**src/rtl/eyetracker_pkg.sv**
```systemverilog
// rtl/eyetracker_pkg.sv - shared types and defaults for the divided-clock monitor
//
// Purpose: state encoding and default counter width shared by div_clk_monitor.
// Ports:   none (package).

package eyetracker_pkg;

  typedef enum logic [1:0] {
    IDLE   = 2'd0,
    FIRST  = 2'd1,
    TRACK  = 2'd2,
    LOCKED = 2'd3
  } dcm_state_t;

  localparam int DCM_CNT_W = 8;

endpackage

```
**src/rtl/edge_sync.sv**
```systemverilog
// rtl/edge_sync.sv - synchroniser chain with registered rise/fall strobes
//
// Purpose: brings an asynchronous level into the clk domain and detects edges.
// Ports:
//   clk     in   system clock
//   rst_n   in   asynchronous active-low reset
//   din     in   asynchronous level to synchronise
//   rise    out  combinational rise (valid the cycle before rise_q)
//   fall    out  combinational fall (valid the cycle before fall_q)
//   rise_q  out  registered one-cycle rise strobe
//   fall_q  out  registered one-cycle fall strobe

module edge_sync #(
  parameter int SYNC_STAGES = 2
) (
  input  logic clk,
  input  logic rst_n,
  input  logic din,
  output logic rise,
  output logic fall,
  output logic rise_q,
  output logic fall_q
);

  logic [SYNC_STAGES-1:0] sync;
  logic                   prev;
  logic                   sync_last;

  assign sync_last = sync[SYNC_STAGES-1];
  assign rise      = sync_last & ~prev;
  assign fall      = ~sync_last & prev;

  always_ff @(posedge clk or negedge rst_n) begin
    if (!rst_n) begin
      sync   <= '0;
      prev   <= 1'b0;
      rise_q <= 1'b0;
      fall_q <= 1'b0;
    end else begin
      sync   <= {sync[SYNC_STAGES-2:0], din};
      prev   <= sync_last;
      rise_q <= rise;
      fall_q <= fall;
    end
  end

endmodule

```
**src/rtl/div_clk_monitor.sv**
```systemverilog
// rtl/div_clk_monitor.sv - measures period/high time of a divided clock in the CLK domain
//
// Purpose: edge strobes, period and high-time reporting, lock and timeout for a
//          slow divided clock sampled by the fast system clock.
// Ports:
//   CLK          in   system clock (rising edge)
//   RST_N        in   asynchronous active-low reset
//   iDIV_CLK     in   divided clock to measure, asynchronous to CLK
//   oRISE        out  one-cycle strobe per synchronised rising edge
//   oFALL        out  one-cycle strobe per synchronised falling edge
//   oMEAS_VALID  out  one-cycle strobe; oPERIOD/oHIGH updated this cycle
//   oPERIOD      out  CLK cycles between the last two rising edges
//   oHIGH        out  CLK cycles from previous rise to the following fall
//   oLOCKED      out  high while the period is stable
//   oTIMEOUT     out  high while no rise has arrived for 2^CNT_W-1 cycles

module div_clk_monitor
  import eyetracker_pkg::*;
#(
  parameter int CNT_W       = DCM_CNT_W,
  parameter int SYNC_STAGES = 2,
  parameter int LOCK_COUNT  = 4,
  parameter int TOL         = 1
) (
  input  logic             CLK,
  input  logic             RST_N,
  input  logic             iDIV_CLK,
  output logic             oRISE,
  output logic             oFALL,
  output logic             oMEAS_VALID,
  output logic [CNT_W-1:0] oPERIOD,
  output logic [CNT_W-1:0] oHIGH,
  output logic             oLOCKED,
  output logic             oTIMEOUT
);

  localparam int               MC_W     = $clog2(LOCK_COUNT + 1);
  localparam logic [CNT_W-1:0] PCNT_MAX = '1;
  localparam logic [CNT_W:0]   TOL_V    = (CNT_W + 1)'(TOL);
  localparam logic [MC_W-1:0]  LOCK_V   = MC_W'(LOCK_COUNT);

  logic rise;
  logic fall;

  edge_sync #(
    .SYNC_STAGES(SYNC_STAGES)
  ) u_edge_sync (
    .clk    (CLK),
    .rst_n  (RST_N),
    .din    (iDIV_CLK),
    .rise   (rise),
    .fall   (fall),
    .rise_q (oRISE),
    .fall_q (oFALL)
  );

  dcm_state_t       state, state_n;
  logic [CNT_W-1:0] pcnt, hcnt, last_period, last_n;
  logic [MC_W-1:0]  match_cnt, match_n, match_inc;
  logic [CNT_W:0]   diff;
  logic             in_tol;
  logic             report;
  logic             timeout_n;

  // The combinational rise lines up with the edge that registers oRISE, so
  // pcnt still holds the full rise-to-rise count when it is reported.
  always_ff @(posedge CLK or negedge RST_N) begin
    if (!RST_N) begin
      pcnt <= '0;
      hcnt <= '0;
    end else begin
      if (rise) begin
        pcnt <= CNT_W'(1);
      end else if (pcnt != PCNT_MAX) begin
        pcnt <= pcnt + 1'b1;
      end
      // Clearing on rise makes a missing fall report a high time of 0.
      if (rise) begin
        hcnt <= '0;
      end else if (fall) begin
        hcnt <= pcnt;
      end
    end
  end

  assign diff      = (pcnt >= last_period) ? ({1'b0, pcnt} - {1'b0, last_period})
                                           : ({1'b0, last_period} - {1'b0, pcnt});
  assign in_tol    = (diff <= TOL_V);
  assign match_inc = match_cnt + MC_W'(1);

  always_comb begin
    state_n   = state;
    match_n   = match_cnt;
    last_n    = last_period;
    report    = 1'b0;
    timeout_n = oTIMEOUT;
    if (rise) begin
      timeout_n = 1'b0;
      unique case (state)
        IDLE: begin
          state_n = FIRST;
        end
        FIRST: begin
          report  = 1'b1;
          state_n = TRACK;
          match_n = '0;
          last_n  = pcnt;
        end
        TRACK: begin
          report = 1'b1;
          last_n = pcnt;
          if (in_tol) begin
            match_n = match_inc;
            if (match_inc == LOCK_V) begin
              state_n = LOCKED;
            end
          end else begin
            match_n = '0;
          end
        end
        LOCKED: begin
          report = 1'b1;
          last_n = pcnt;
          if (!in_tol) begin
            state_n = TRACK;
            match_n = '0;
          end
        end
        default: begin
          state_n = IDLE;
        end
      endcase
    end else if (pcnt >= PCNT_MAX - 1'b1) begin
      // pcnt reaches saturation on this edge (or is already there).
      state_n   = IDLE;
      match_n   = '0;
      timeout_n = 1'b1;
    end
  end

  always_ff @(posedge CLK or negedge RST_N) begin
    if (!RST_N) begin
      state       <= IDLE;
      match_cnt   <= '0;
      last_period <= '0;
      oMEAS_VALID <= 1'b0;
      oPERIOD     <= '0;
      oHIGH       <= '0;
      oTIMEOUT    <= 1'b0;
    end else begin
      state       <= state_n;
      match_cnt   <= match_n;
      last_period <= last_n;
      oMEAS_VALID <= report;
      oTIMEOUT    <= timeout_n;
      if (report) begin
        oPERIOD <= pcnt;
        oHIGH   <= hcnt;
      end
    end
  end

  assign oLOCKED = (state == LOCKED);

endmodule

```
**config.mk**
```make
export PLATFORM = sky130hd
export DESIGN_NAME = div_clk_monitor
export DESIGN_NICKNAME = d
export VERILOG_FILES = /design/src/rtl/eyetracker_pkg.sv /design/src/rtl/edge_sync.sv /design/src/rtl/div_clk_monitor.sv
export SDC_FILE = /design/constraint.sdc
export NUM_CORES = 1
export LEC_CHECK = 0
export BUFFER_PORTS_ARGS = -buffer_cell sky130_fd_sc_hd__buf_2
export CORE_UTILIZATION = 45
export DETAILED_ROUTE_END_ITERATION = 7
export SLEW_MARGIN = 10
export SYNTH_ARGS = -nofsm -noshare
export SYNTH_HDL_FRONTEND = slang
export SYNTH_HIERARCHICAL = 1
export SYNTH_SLANG_ARGS = --single-unit
```
**constraint.sdc**
```tcl
create_clock -name CLK -period 4.05 [get_ports CLK]
set_input_delay 0.405 -clock CLK [delete_from_list [all_inputs] [get_ports CLK]]
set_output_delay 0.405 -clock CLK [all_outputs]
set_load 0.005 [all_outputs]
```
==> run_results.csv <==
group,metric,value,unit
placed_design,post_dp_cell_area,2940,sq um
cts,htreeDepth,2,
flow_run,max_cap_violations,0,
sta,final.setup.tns,0,ps
floorplanning,core_area,5990,sq um
synth,yosysTopAreaCell,"dfrtp_1",
synth,seq_area_frac_synth,39.0,%
drt,wl_per_cell,15.2,um
final_layout,antenna_cells,0,
cts,insertion_delay,300,ps
floorplanning,ios,24,
critical_path,path_max_fanout,5,
sta,hold_ws,212,ps
cts,cts_tree,"yes",
critical_path,cp.required,4250,ps
global_route,overflow,0,
sta,report.final.slew_viol_count,0,
placed_design,placedCellCount,364,
synth,synthArstFlopShare,100,%
floorplanning,rows,28,
final_layout,nFillCells,560,
sta,setup_violations,0,
synth,syn_inst,277,
sta,fmax,320,MHz
final_layout,drive_gt1_share,21.9,%
pwr,pwr_density_cell,683,nW/um^2
global_route,grt_usage,19.3,%
synth,synth-edff-count,0,
sta,rsz0062_at_grt,"false",
placed_design,io_buffer_count,23,
cts,cts.path.max_buffers,2,
critical_path,cp-start-kind,"register",
final_layout,multiInputGateArea,1520,sq um
critical_path,worstReg2RegEnd,"state[0]$_DFFE_PN0P_",
sta,hold_violations,0,
final_layout,area_growth,8.68,%
cts,ctsHoldBuffers,0,
placed_design,gp_congestion,0.904,
synth,synth.ff_latch_count,44,
synth,synth_most_common_cell,"dfrtp_1",
critical_path,rr_worst_depth,12,
cts,cts-root-buf,"clkbuf_8",
cts,post_cts_resized,0,
critical_path,end_kind,"register",
pwr,peakVddDrop,0.331,mV
drt,final_antenna_net_count,0,
pwr,p_leak,1.46,nW
synth,syn-cell-area,2830,sq um
critical_path,r2r_slack,930,ps
synth,synth_ff_type,"dfrtp_1",
run_status,outcome,"completed",
sta,slew_headroom,34.3,%
critical_path,worstSetupPathType,"register to register",
synth,netlist-cell-type-count,58,
final_layout,regArea,1100,sq um
min_path,holdPathStages,1,
synth,syn_area_per_cell,10.2,sq um
sta,timing.final.crit_share,77.1,%
synth,netlist_top_cells_area,"dfrtp_1, ha_1, mux2i_1",
global_route,grt_max_degree,45,
critical_path,r2r_start,"pcnt[0]$_DFFE_PN0P_",
floorplanning,die_x,81.2,um
cts,cts_buffers,5,
final_layout,stdcell_count,372,
sta,tightest_slew,986,ps
final_layout,final_area,3070,sq um
drt,vias,2030,
placed_design,dpl.hpwl,4140,um
synth,yosys_warnings,6,
floorplanning,initial_core_util,47.2,%
cts,clk_pin_slew,90,ps
floorplanning,die_y,81.2,um
floorplanning,dieArea,6600,sq um
critical_path,arrival,3320,ps
synth,netlist.area_leader.share,39.0,%
global_route,grt_pass1_wl,9490,um
critical_path,crit_path_start,"pcnt[0]$_DFFE_PN0P_",
cts,cts_sinks,44,
drt,wl,5660,um
synth,synth_fp_nets,305,
drt,dr.pass1.iters,4,
critical_path,critPathCapture,"state[0]$_DFFE_PN0P_",
global_route,grt_antenna_before_repair,0,
min_path,worstHoldPathType,"primary input to register",
drt,drt_iter0_drc,115,
synth,synth_common_cells,"dfrtp_1, inv_1, nor2_1",
sta,skew,8.92,ps
final_layout,layout.nets,324,
cts,postCtsSetupBuffers,0,
global_route,grt_pass1_vias,1872,
drt,detail_route.vias_per_cell,5.46,
drt,post-route-drc-count,0,
sta,period_needed,3120,ps
==> worst min path at each step <==
stage,from,to,slack (ps)
floorplan,RST_N,hcnt[0]$_DFFE_PN0P_,110
global placement,u_edge_sync/sync[0]$_DFF_PN0_,u_edge_sync/sync[1]$_DFF_PN0_,330
detailed placement,u_edge_sync/sync[0]$_DFF_PN0_,u_edge_sync/sync[1]$_DFF_PN0_,340
CTS,iDIV_CLK,u_edge_sync/sync[0]$_DFF_PN0_,200
global route,iDIV_CLK,u_edge_sync/sync[0]$_DFF_PN0_,200
finish,iDIV_CLK,u_edge_sync/sync[0]$_DFF_PN0_,210
==> cells in the final DEF, fill, tap and decap left out, types with 2 or more instances in the layout <==
cell	netlist	routed
nand3_1	5	5
or2_2	2	2
mux2_2	8	8
nor2b_1	5	5
a21bo_2	2	2
nor4_1	3	3
a31o_2	2	2
fa_1	2	2
a211oi_2	2	2
and3_2	3	3
o211ai_1	3	3
a21oi_1	9	9
and3_1	2	2
mux2i_1	11	11
xnor2_1	4	4
dfrtp_1	44	44
ha_1	23	23
a211oi_1	4	4
clkbuf_8	0	7
nand2b_1	3	3
nor2_1	24	24
a31oi_1	3	3
inv_1	25	25
a21o_1	3	3
o21ai_1	4	4
xor2_1	3	3
o21ai_0	18	18
nor3_1	5	5
buf_2	0	23
nand2_1	12	12
buf_4	1	2
nand4_1	4	4
==> metrics by stage <==
| stage | worst slack, ps | power (W) | util [%] |
|---|---|---|---|
| after floorplan | 1200 | 0.00153 | - |
| after global placement | 1030 | 0.00173 | 49.1 |
| after detailed placement | 954 | 0.00174 | 49.1 |
| after CTS | 922 | 0.00211 | 51.3 |
| after global routing | 697 | 0.00226 | 51.3 |
| final | 929 | 0.00210 | 51.3 |
==> registers in the layout, indices dropped and copies added (netlist names) <==
register and count:
u_edge_sync/fall_q 1, oTIMEOUT 1, oMEAS_VALID 1, match_cnt 3, u_edge_sync/prev 1, oPERIOD 8
hcnt 8, pcnt 8, u_edge_sync/rise_q 1, u_edge_sync/sync 2, oHIGH 8, state 2
==> layer usage <==
layer,vias up,track usage [%],routed length (um)
li1,1003,-,-
met1,981,27.9,2840
met2,37,29.3,2540
met3,9,3.15,203
met4,0,5.89,76
met5,-,0,0
==> critical path, stage by stage (launching register included) <==
cell and delay [ps]:
dfrtp_1 440, inv_1 160, ha_1 190, inv_1 50, fa_1 410, xor2_1 190
a211oi_2 200, o21ai_1 80, a2111oi_1 410, a22oi_2 190, o31ai_4 270, nand3_2 130
a221oi_2 290
==> kinds of logic after synthesis <==
kind of cell               after synthesis  share of synthesized area [%]
DFF                                     44                           39.0
muxes                                   19                           7.09
and+or+nand+nor                         80                           15.9
xor gates and xnor gates                 8                           2.75
AOI/OAI and AO/OA                       62                           16.5
adders and majority gates               25                           11.6
buffers and inverters                   39                           7.17
==> where the power goes <==
part / switching (W) / internal, W
clock network: 0.000148 / 0.000218
logic: 0.000631 / 0.000504
registers: 0.0000847 / 0.000513
total: 0.000864 / 0.00123
==> area by class of cell <==
| type | count | area share, % |
|---|---|---|
| flip-flops and latches | 44 | 35.9 |
| inverters | 26 | 3.18 |
| repair buffers | 25 | 4.24 |
| multi-input cells | 194 | 49.6 |
| clock inverters | 1 | 0.978 |
| well taps | 75 | 3.06 |
| clock buffers | 7 | 3.14 |
No activity file was read; power rests on OpenSTA's default activity.
